## src/rtl/seg7_pkg.sv

```systemverilog
// Shared types and constants for the eight-digit seven-segment scan driver.
// Segment patterns are active-low {g,f,e,d,c,b,a}.
package seg7_pkg;

  typedef enum logic [1:0] {IDLE, LOAD, SCAN} scan_state_t;

  localparam int NUM_DIGITS = 8;
  localparam logic [6:0] SEG_OFF = 7'h7F;

  // Entry n is the pattern for nibble n; the first element listed is nibble F.
  localparam logic [15:0][6:0] SEG_LUT = {
    7'h0E, 7'h06, 7'h21, 7'h46, 7'h03, 7'h08, 7'h10, 7'h00,
    7'h78, 7'h02, 7'h12, 7'h19, 7'h30, 7'h24, 7'h79, 7'h40
  };

endpackage

```

## src/rtl/hex_to_7seg.sv

```systemverilog
// Combinational hex nibble to active-low seven-segment decoder.
module hex_to_7seg
  import seg7_pkg::*;
(
  input  logic [3:0] nibble,
  output logic [6:0] seg
);

  assign seg = SEG_LUT[nibble];

endmodule

```

## src/rtl/seg7_scan_driver.sv

```systemverilog
// Time-multiplexed eight-digit common-anode display driver with per-frame
// snapshot, leading-zero blanking and per-digit decimal points.
module seg7_scan_driver
  import seg7_pkg::*;
#(
  parameter int REFRESH_DIV = 100_000
) (
  input  logic                  clk,
  input  logic                  reset,
  input  logic                  enable,
  input  logic [31:0]           value,
  input  logic                  blank_lz,
  input  logic [NUM_DIGITS-1:0] dp_mask,
  output logic [NUM_DIGITS-1:0] anodes,
  output logic [6:0]            segments,
  output logic                  dp,
  output logic                  frame_done
);

  localparam int CNT_W = $clog2(REFRESH_DIV);
  localparam logic [CNT_W-1:0] CNT_LAST = CNT_W'(REFRESH_DIV - 1);

  scan_state_t           state;
  logic [CNT_W-1:0]      cnt;
  logic [2:0]            idx;
  logic [31:0]           value_snap;
  logic [NUM_DIGITS-1:0] dp_snap;
  logic                  blz_snap;

  logic [NUM_DIGITS-1:0] upper_zero;
  logic [NUM_DIGITS-1:0] blank_vec;
  logic [3:0]            nib;
  logic [6:0]            dec_seg;
  logic                  tc;
  logic                  blank_cur;
  logic                  dp_cur;

  assign tc = (cnt == CNT_LAST);

  // upper_zero[i]: snapshot nibbles i..7 are all zero
  always_comb begin
    upper_zero = '0;
    upper_zero[7] = (value_snap[31:28] == 4'h0);
    for (int i = 6; i >= 0; i--) begin
      upper_zero[i] = upper_zero[i+1] && (value_snap[i*4 +: 4] == 4'h0);
    end
  end

  assign blank_vec = {upper_zero[7:1] & {7{blz_snap}}, 1'b0};
  assign nib       = value_snap[{idx, 2'b00} +: 4];
  assign blank_cur = blank_vec[idx];
  assign dp_cur    = dp_snap[idx];

  hex_to_7seg u_dec (
    .nibble (nib),
    .seg    (dec_seg)
  );

  always_ff @(posedge clk) begin
    if (reset) begin
      state      <= IDLE;
      cnt        <= '0;
      idx        <= '0;
      value_snap <= '0;
      dp_snap    <= '0;
      blz_snap   <= 1'b0;
    end else if (!enable) begin
      state <= IDLE;
    end else begin
      case (state)
        IDLE: state <= LOAD;
        LOAD: begin
          value_snap <= value;
          dp_snap    <= dp_mask;
          blz_snap   <= blank_lz;
          cnt        <= '0;
          idx        <= '0;
          state      <= SCAN;
        end
        SCAN: begin
          if (tc) begin
            cnt <= '0;
            if (idx == 3'd7) state <= LOAD;
            else             idx   <= idx + 3'd1;
          end else begin
            cnt <= cnt + CNT_W'(1);
          end
        end
        default: state <= IDLE;
      endcase
    end
  end

  // Output register: drives the digit selected by the current state/idx
  always_ff @(posedge clk) begin
    if (reset) begin
      anodes     <= 8'hFF;
      segments   <= SEG_OFF;
      dp         <= 1'b1;
      frame_done <= 1'b0;
    end else begin
      frame_done <= enable && (state == SCAN) && tc && (idx == 3'd7);
      if (state == SCAN) begin
        segments <= blank_cur ? SEG_OFF : dec_seg;
        dp       <= ~dp_cur;
        anodes   <= (blank_cur && !dp_cur) ? 8'hFF : ~(8'h01 << idx);
      end else begin
        anodes   <= 8'hFF;
        segments <= SEG_OFF;
        dp       <= 1'b1;
      end
    end
  end

endmodule
```

## config.mk

```make
export PLATFORM = sky130hd
export DESIGN_NAME = seg7_scan_driver
export DESIGN_NICKNAME = d
export VERILOG_FILES = /design/src/rtl/seg7_pkg.sv /design/src/rtl/hex_to_7seg.sv /design/src/rtl/seg7_scan_driver.sv
export SDC_FILE = /design/constraint.sdc
export NUM_CORES = 1
export LEC_CHECK = 0
export ABC_CLOCK_PERIOD_IN_PS = 4770
export BUFFER_PORTS_ARGS = -buffer_cell sky130_fd_sc_hd__buf_2
export CORE_UTILIZATION = 45
export CTS_CLUSTER_SIZE = 16
export DETAILED_ROUTE_END_ITERATION = 12
export GPL_TIMING_DRIVEN = 0
export PLACE_DENSITY_LB_ADDON = 0.25
export REMOVE_ABC_BUFFERS = 1
export SLEW_MARGIN = 20
export SYNTH_ARGS = -nofsm -noshare
export SYNTH_HDL_FRONTEND = slang
export SYNTH_SLANG_ARGS = --single-unit
export TNS_END_PERCENT = 30
```

## constraint.sdc

```tcl
create_clock -name clk -period 4.77 [get_ports clk]
set_clock_uncertainty 0.05 [all_clocks]
set_input_delay 0.2385 -clock clk [delete_from_list [all_inputs] [get_ports clk]]
set_output_delay 0.2385 -clock clk [all_outputs]
set_load 0.005 [all_outputs]
```

# --- Yosys cells after proc, flatten, opt, wreduce, memory -nomap -nowiden ---
# Memory sizes are Yosys's and may differ from the RTL's. A register that Yosys moved wholly into a read port is not among the register bits.
# Cells that the tools add are included.
totals:
  romBits: 112
  latch_bits: 0
  regBits: 73
  ram_bits: 0
  wordCells: 67
  input_bits: 44
  output_inout_bits: 17
  n_memories: 1
classes:
  addsub: 2
  bitwise: 5
  n_shift: 2
  div: 0
  multipliers: 0
  n_reduce_logical: 28
  magnitude_cmp: 1
  n_mux: 12
  eq_ne: 7
mem_list:
  columns: ["name", "depth", "width", "read_ports", "rd_ports_with_merged_regs", "wr", "line_no", "source"]
  rows:
  - ["(name not given)", 16, 7, 1, 1, 0, "hex_to_7seg.sv:9", "assign seg = SEG_LUT[nibble];"]
op_table:
  columns: ["op", "count"]
  rows:
  - ["one-hot mux 17 bit (2 select lines)", 1]
  - ["indexed part select 32 x 6 -> 4 bit", 1]
  - ["logical NOT 4 bit", 7]
  - ["adder 17 x 1 -> 17 bit, second input constant", 1]
  - ["== test 17 bit, second input constant", 1]
  - ["2-to-1 mux 17 bit", 1]
  - ["logical AND 1 bit", 10]
  - ["inverter 8 bit", 1]
  - ["<< shifter 1 x 3 -> 8 bit, first input constant", 1]
  - ["bitwise AND 7 bit", 1]
  - ["binary-select mux 1 bit (select 3 bit)", 2]
  - ["2-to-1 mux 3 bit", 2]
  - ["inequality test 2 bit, second input constant", 3]
  - ["one-hot mux 2 bit (3 select lines)", 1]
  - ["one-hot mux 3 bit (2 select lines)", 1]
  - ["AND reduction 2 bit", 3]
  - ["OR reduction 3 bit", 2]
  - ["< comparator 3 x 4 -> 1 bit, second input constant", 1]
  - ["2-to-1 mux 2 bit", 2]
  - ["AND reduction 4 bit", 1]
  - ["OR reduction 2 bit", 2]
  - ["adder 3 x 1 -> 3 bit, second input constant", 1]
  - ["== test 3 bit, second input constant", 1]
  - ["inverter 1 bit", 3]
  - ["other kinds (6)", 7]

# --- Logic depth before layout (Yosys ltp) ---
# Gate-level depths: netlist of run 1.
depth:
  word_depth: 12
  ltp_mapped: 10
  ltp_nobuf: 8

# --- Modules after synthesis ---
# Synthesis of run 1 repeated with hierarchy kept, for this count alone.
hier_totals:
  cells_unflattened: 442
  hier_area_um2: 3816.2
by_module_without_submodules:
  columns: ["module", "seq_area_each_um2", "instances", "area_each_um2", "cells_each"]
  rows:
  - ["seg7_scan_driver", 1601.5, 1, 3540.9, 410]
  - ["hex_to_7seg", 0.0, 1, 275.3, 32]

# --- Worst setup path after synthesis of run 1 ---
# OpenSTA, ideal clock, no wires.
synth_path:
  path_type: "register to register"
  start: "reg idx[0]"
  end: "reg segments[3]"
  setup_ps: 139
  t_required_ps: 4581
  t_arrival_ps: 2287
  period_less_slack_ps: 2477
  setup_slack_ps: 2293
  path_buffers: 2
  stages_incl_launch_ff: 10
  path_cell_list: "dfxtp_1 buf_6 buf_8 mux4_1 mux2i_1 inv_1 ha_1 mux2_2 nor2_1 o21ai_1"
synth_between:
  elab_chain_cells: 3
  elab_cells_between_ends: 4
  classes_between: "shift (1); mux (2); reduce/logical (1)"
synth_lines:
  columns: ["item", "line_no", "source"]
  rows:
  - ["start: declaration", "seg7_scan_driver.sv:25", "logic [2:0] idx;"]
  - ["start signal: assignment", "seg7_scan_driver.sv:84", "else idx <= idx + 3'd1;"]
  - ["parallel branches: the longest is 3 deep, another holds indexed part select 32 x 6 -> 4 bit", null, null]
  - ["end: declaration", "seg7_scan_driver.sv:15", "output logic [6:0] segments,"]
# Several ways; the timed one is not identified. The select of a mux whose other input is x is not followed.
# A chain may end at the register's enable or synchronous reset.

# --- Worst setup path after layout of run 1 ---
# Ends and elaborated chain as after synthesis.

==> results of run 1 <==
## worst max path at each step
stage,slack [ns],endpoint,start
final,1.53,segments[3],idx[0]
after CTS,1.51,segments[3],idx[0]
after global routing,1.26,segments[3],idx[0]
after detailed placement,1.52,segments[3],idx[0]
after global placement,1.59,segments[3],idx[0]
after floorplan,2.09,segments[3],idx[0]
## worst min-delay path, stage by stage
cell and delay (ns):
buf_2 0.09, nand2_1 0.05, a21oi_1 0.05
## cells by family after synthesis
kind of cell	share of synthesized area
simple gates	0.2320
flops	0.4278
compound gates	0.1136
buf+inv	0.03777
mux	0.09926
fa+ha+maj	0.05682
xor+xnor	0.03275
## registers in the layout, summed over array words and instances, names as in the netlist
signal	count
value_snap	32
cnt	17
anodes	8
dp_snap	8
segments	7
idx	3
state	2
blz_snap	1
dp	1
frame_done	1
## area by class of cell
type	count	area, um2	share of cell area
Clock buffer	10	137.6	0.03231
Clock inverter	5	57.56	0.01351
Inverter	8	30.03	0.007051
Multi-Input combinational cell	310	2004	0.4706
Sequential cell	80	1602	0.3760
Tap cell	102	127.6	0.02996
Timing Repair Buffer	60	300.3	0.07051
## per-layer routing
layer / GRT usage / vias up / share of wire
li1: - / 1551 / -
met1: 0.2608 / 1415 / 0.50
met2: 0.2947 / 70 / 0.44
met3: 0.04309 / 11 / 0.040
met4: 0.07308 / 0 / 0.016
met5: 0 / - / 0
## stage by stage
step                total power, mW  setup slack, ns  hold WS (ns)  area [um2]
floorplan                    0.7553            2.085        0.2576        3632
global placement             0.7927            1.590        0.3893        4060
detailed placement           0.7958            1.523        0.3965        4064
CTS                           1.289            1.507       0.05192        4259
global route                  1.328            1.256       0.05330        4259
finish                        1.280            1.527       0.06154        4259
## layout by cell type (no fill, tap or decap), types with 9 or more instances in the layout
cell      synthesis  layout
a21oi_1          50      50
nand2_1         103     102
ha_1             17      17
buf_2             2      60
xnor2_1           9       9
nor2_1           29      29
nor4_1           10      10
nand3_1          10      10
clkbuf_8          0      10
dfxtp_1          80      80
## power by group through the flow
stage	Clock [mW]	Sequential, mW	Combinational (mW)
6_report	0.499	0.689	0.0914
3_3_place_gp	0	0.704	0.0889
3_5_place_dp	0	0.705	0.0912
4_1_cts	0.508	0.689	0.0917
5_1_grt	0.535	0.691	0.102
2_1_floorplan	0	0.702	0.0537
==> reports/results.txt, run 1 <==
status: finished, final reports clean
Post-Place Cells: 560
crit path max fanout: 18
via count: 3047
FF-to-FF Start: idx[0]
flop2flop setup slack: 1.53 ns
Critical path buffers and inverters: 1
Comb pwr share: 0.071
Post-route DRC: 0
Setup TNS Final: 0 ns
Worst-path clk slew: 0.08 ns
Final #Nets: 530
critical path depth: 7
Final HPWL DP: 5356 um
CTS Hold Bufs: 0
Synth area leader: dfxtp_1
wire length per cell: 13.53 um
period utilization: 0.6799
initial antenna violation count: 0
pwr/cell area: 300.5 nW/um2
Syn-to-layout area delta: 13.77%
first-pass GRT wire length: 12960 um
max cap viols: 0
Rel. slew slack: 0.3776
Critical Path Slowest Stage Cell: dfxtp_1
port buffer count: 60
Post-Route Utilization: 0.5400
Seq/Total Area, Yosys: 0.4278
chip width: 93.21 um
HP Class: in2reg
most instantiated cells after synthesis: nand2_1, dfxtp_1, a21oi_1
Internal: 0.9713 mW
CTS root buf: clkbuf_8
Placer Congestion: 0.7976
cell count of the worst hold path: 3
Layout Cells excl Fill: 575
Leakage Power: 1.604 nW
Sw Pwr: 0.3085 mW
FMAX: 308.3 MHz
Syn Inst Count: 420
pin count of the biggest net entering global routing: 51
worst path required time: 4.92 ns
final setup fails: 0
WL final: 7779 um
Top delay family on crit path: multiplexers
min-delay src: value[27]
Post-synth EDFFs: 0
clock group share of total power: 0.390
yosys warns: 0
n_diodes: 0
filler instances: 750
layout cell share with drive strength beyond 1: 0.2008
synth top area cells: dfxtp_1, nand2_1, a21oi_1
CTS tree: done
worst IR drop on VDD: 0.1500 mV
height of the die: 93.21 um
area of the mapped netlist: 3744 um2
Seq cells post-synth: 80
die area: 8688 um2
Clock Sinks: 80
CTS Buf Count: 9
Sequential Power Share: 0.538
endpoints failing hold: 0
GR Overflow Total: 0
# IOs: 61
Post-CTS Setup Inserts: 0
vias in the first global route: 2711
critical path type: reg2reg
cell breakdown of the critical path: mux4_1, mux2i_1, inv_1, ha_1, mux2_2, nor2_1, o21ai_1
Sw Share: 0.2411
effective utilization at floorplan: 0.4746
worst-skew pair later-pin latency: 0.35 ns
reg2reg end: segments[3]
area of the core: 7888 um2
Register-to-Register Path Depth: 7
most common cell in the netlist: nand2_1
Arr. time, crit path: 3.39 ns
Antenna Nets Post-Route: 0
Starting DRT DRC Count: 169
post-route minimum period: 3.243 ns
Avg Cell Area, Syn: 8.913 um2
Resized cells post-CTS: 0
Worst path max stage delay: 0.93 ns
RSZ-0062 raised after global routing: false
Netlist cell types: 52
DR pass1 iterations: 4
measured slew at the worst slew-check pin: 0.9323 ns
startpoint types: register
Total GRT Usage: 0.1912
Max Transition Viols Final: 0
Bufs on Longest Clock Path: 2
Post-synth ARST share: 0
Crit. End Element: register
num rows: 32
Via density: 5.299
hold path endpoint: value_snap[27]
Synth top area share: 0.4278
ys flop type: dfxtp_1
H-tree depth: 3
Note: power is estimated with default switching activity, not from simulation.
==> inputs of run 2 (changes only) <==
- ABC_CLOCK_PERIOD_IN_PS: 4770 -> 2700
- clock period: 4.77 -> 2.7 ns (I/O delays scaled with it)
==> reports/results.txt, run 2 (synthesis results as in run 1) <==
layout cell share with drive strength beyond 1: 0.1907
wire length per cell: 13.75 um
worst IR drop on VDD: 0.2747 mV
Final HPWL DP: 5356 um
worst setup path startpoint: idx[0]
Total GRT Usage: 0.2095
Critical Path Slowest Stage Cell: mux4_1
post-route minimum period: 2.488 ns
vias in the first global route: 3033
pwr/cell area: 493.1 nW/um2
Critical path buffers and inverters: 1
DR pass1 iterations: 4
Rel. slew slack: 0.4016
DRT met1 WL: 4008 um
Leakage Power: 1.772 nW
effective utilization at floorplan: 0.4746
flop2flop setup slack: 0.21 ns
Post-route DRC: 0
WL met2: 3923 um
Placer Congestion: 0.7976
Largest regs: value_snap (32), cnt (17)
HP Class: in2reg
min-delay src: enable
H-tree depth: 3
via count: 3237
Antenna Nets Post-Route: 0
initial antenna violation count: 0
FMAX: 401.9 MHz
CTS Buf Count: 9
FF-to-FF Start: idx[0]
Largest Register: value_snap
Arr. time, crit path: 2.64 ns
cell count of the worst hold path: 3
Post-CTS Setup Inserts: 0
Largest register FFs: 32
chip width: 93.21 um
status: finished, final reports clean
RSZ-0062 raised after global routing: false
Worst-path clk slew: 0.09 ns
Clock Sinks: 80
period utilization: 0.9216
die area: 8688 um2
Starting DRT DRC Count: 175
endpoints failing hold: 0
Max Transition Viols Final: 0
leading cell types in the layout, fill and taps excluded: nand2_1, dfxtp_1, buf_2
critical path type: reg2reg
Final #Nets: 571
hold path endpoint: state[1]
max cap viols: 0
Setup TNS Final: 0 ns
num rows: 32
dpl ws: -0.5469 ns
port buffer count: 60
# IOs: 61
worst-skew pair later-pin latency: 0.36 ns
critical path depth: 7
area of the core: 7888 um2
Setup WS post-layout: 0.2117 ns
pin count of the biggest net entering global routing: 51
Bufs on Longest Clock Path: 2
CTS tree: done
measured slew at the worst slew-check pin: 0.8976 ns
cell breakdown of the critical path: mux4_1, mux2i_4, inv_1, ha_1, mux2_2, nor2_1, o21ai_1
Highest Signal Layer: met4
Crit. End Element: register
Tot Pwr: 2.311 mW
Syn-to-layout area delta: 25.20%
reg2reg end: segments[3]
startpoint types: register
Worst path max stage delay: 0.64 ns
Via density: 5.255
height of the die: 93.21 um
WL final: 8473 um
first-pass GRT wire length: 14220 um
Top delay family on crit path: multiplexers
GR Overflow Total: 0
CTS root buf: clkbuf_8
crit path max fanout: 18
Register-to-Register Path Depth: 7
DR WL met3: 363 um
most common library cell in the layout ignoring fill and taps: nand2_1
worst path required time: 2.85 ns
n_diodes: 0
final setup fails: 0
## run 2: worst max path at each step
stage	endpoint	slack, ns
floorplan	segments[3]	0.02
global placement	segments[3]	-0.48
detailed placement	segments[3]	-0.55
CTS	segments[3]	0.07
global route	segments[3]	0.02
finish	segments[3]	0.21
## run 2: power by group
group          internal (mW)  switching (mW)  total [mW]  leakage, nW
combinational          0.107           0.104       0.211         1.02
sequential              1.20          0.0159        1.22        0.649
clock                  0.447           0.437       0.884        0.102
## run 2: routing by layer
metal  track usage  vias to the layer above
li1              -                     1630
met1        0.2691                     1503
met2        0.3407                       87
met3       0.04634                       17
met4       0.08590                        0
met5             0                        -
## run 2: stage by stage
step / area (um2) / utilization / std cells / hold WS, ns
final: 4687 / 0.5942 / 616 / 0.07578
after global routing: 4687 / 0.5942 / 616 / 0.08262
after CTS: 4677 / 0.5930 / 616 / 0.06911
after detailed placement: 4064 / 0.5152 / 560 / 0.3329
after global placement: 4060 / 0.5148 / 560 / 0.3256
after floorplan: 3632 / - / 398 / 0.1541
## run 2: worst reg2reg max path, stage by stage, from the launching register on
cell and delay [ns]:
dfxtp_4 0.53, mux4_1 0.65, mux2i_4 0.28, inv_1 0.13, ha_1 0.26, mux2_2 0.27
nor2_1 0.08, o21ai_1 0.09
## run 2: cell type report
cell class,count,area [um2]
Clock buffer,10,137.6
Clock inverter,5,57.56
Tap cell,102,127.6
Fill cell,701,3201
Multi-Input combinational cell,310,2017
Sequential cell,80,1607
Inverter,8,30.03
Timing Repair Buffer,101,710.7
## run 2: what timing repair did
item / in CTS / in global routing
resized for setup: 3 / 2
cloned: 0 / 0
setup endpoints to repair: 7 / 1
hold endpoints to repair: 41 / 0
hold buffers: 41 / 0
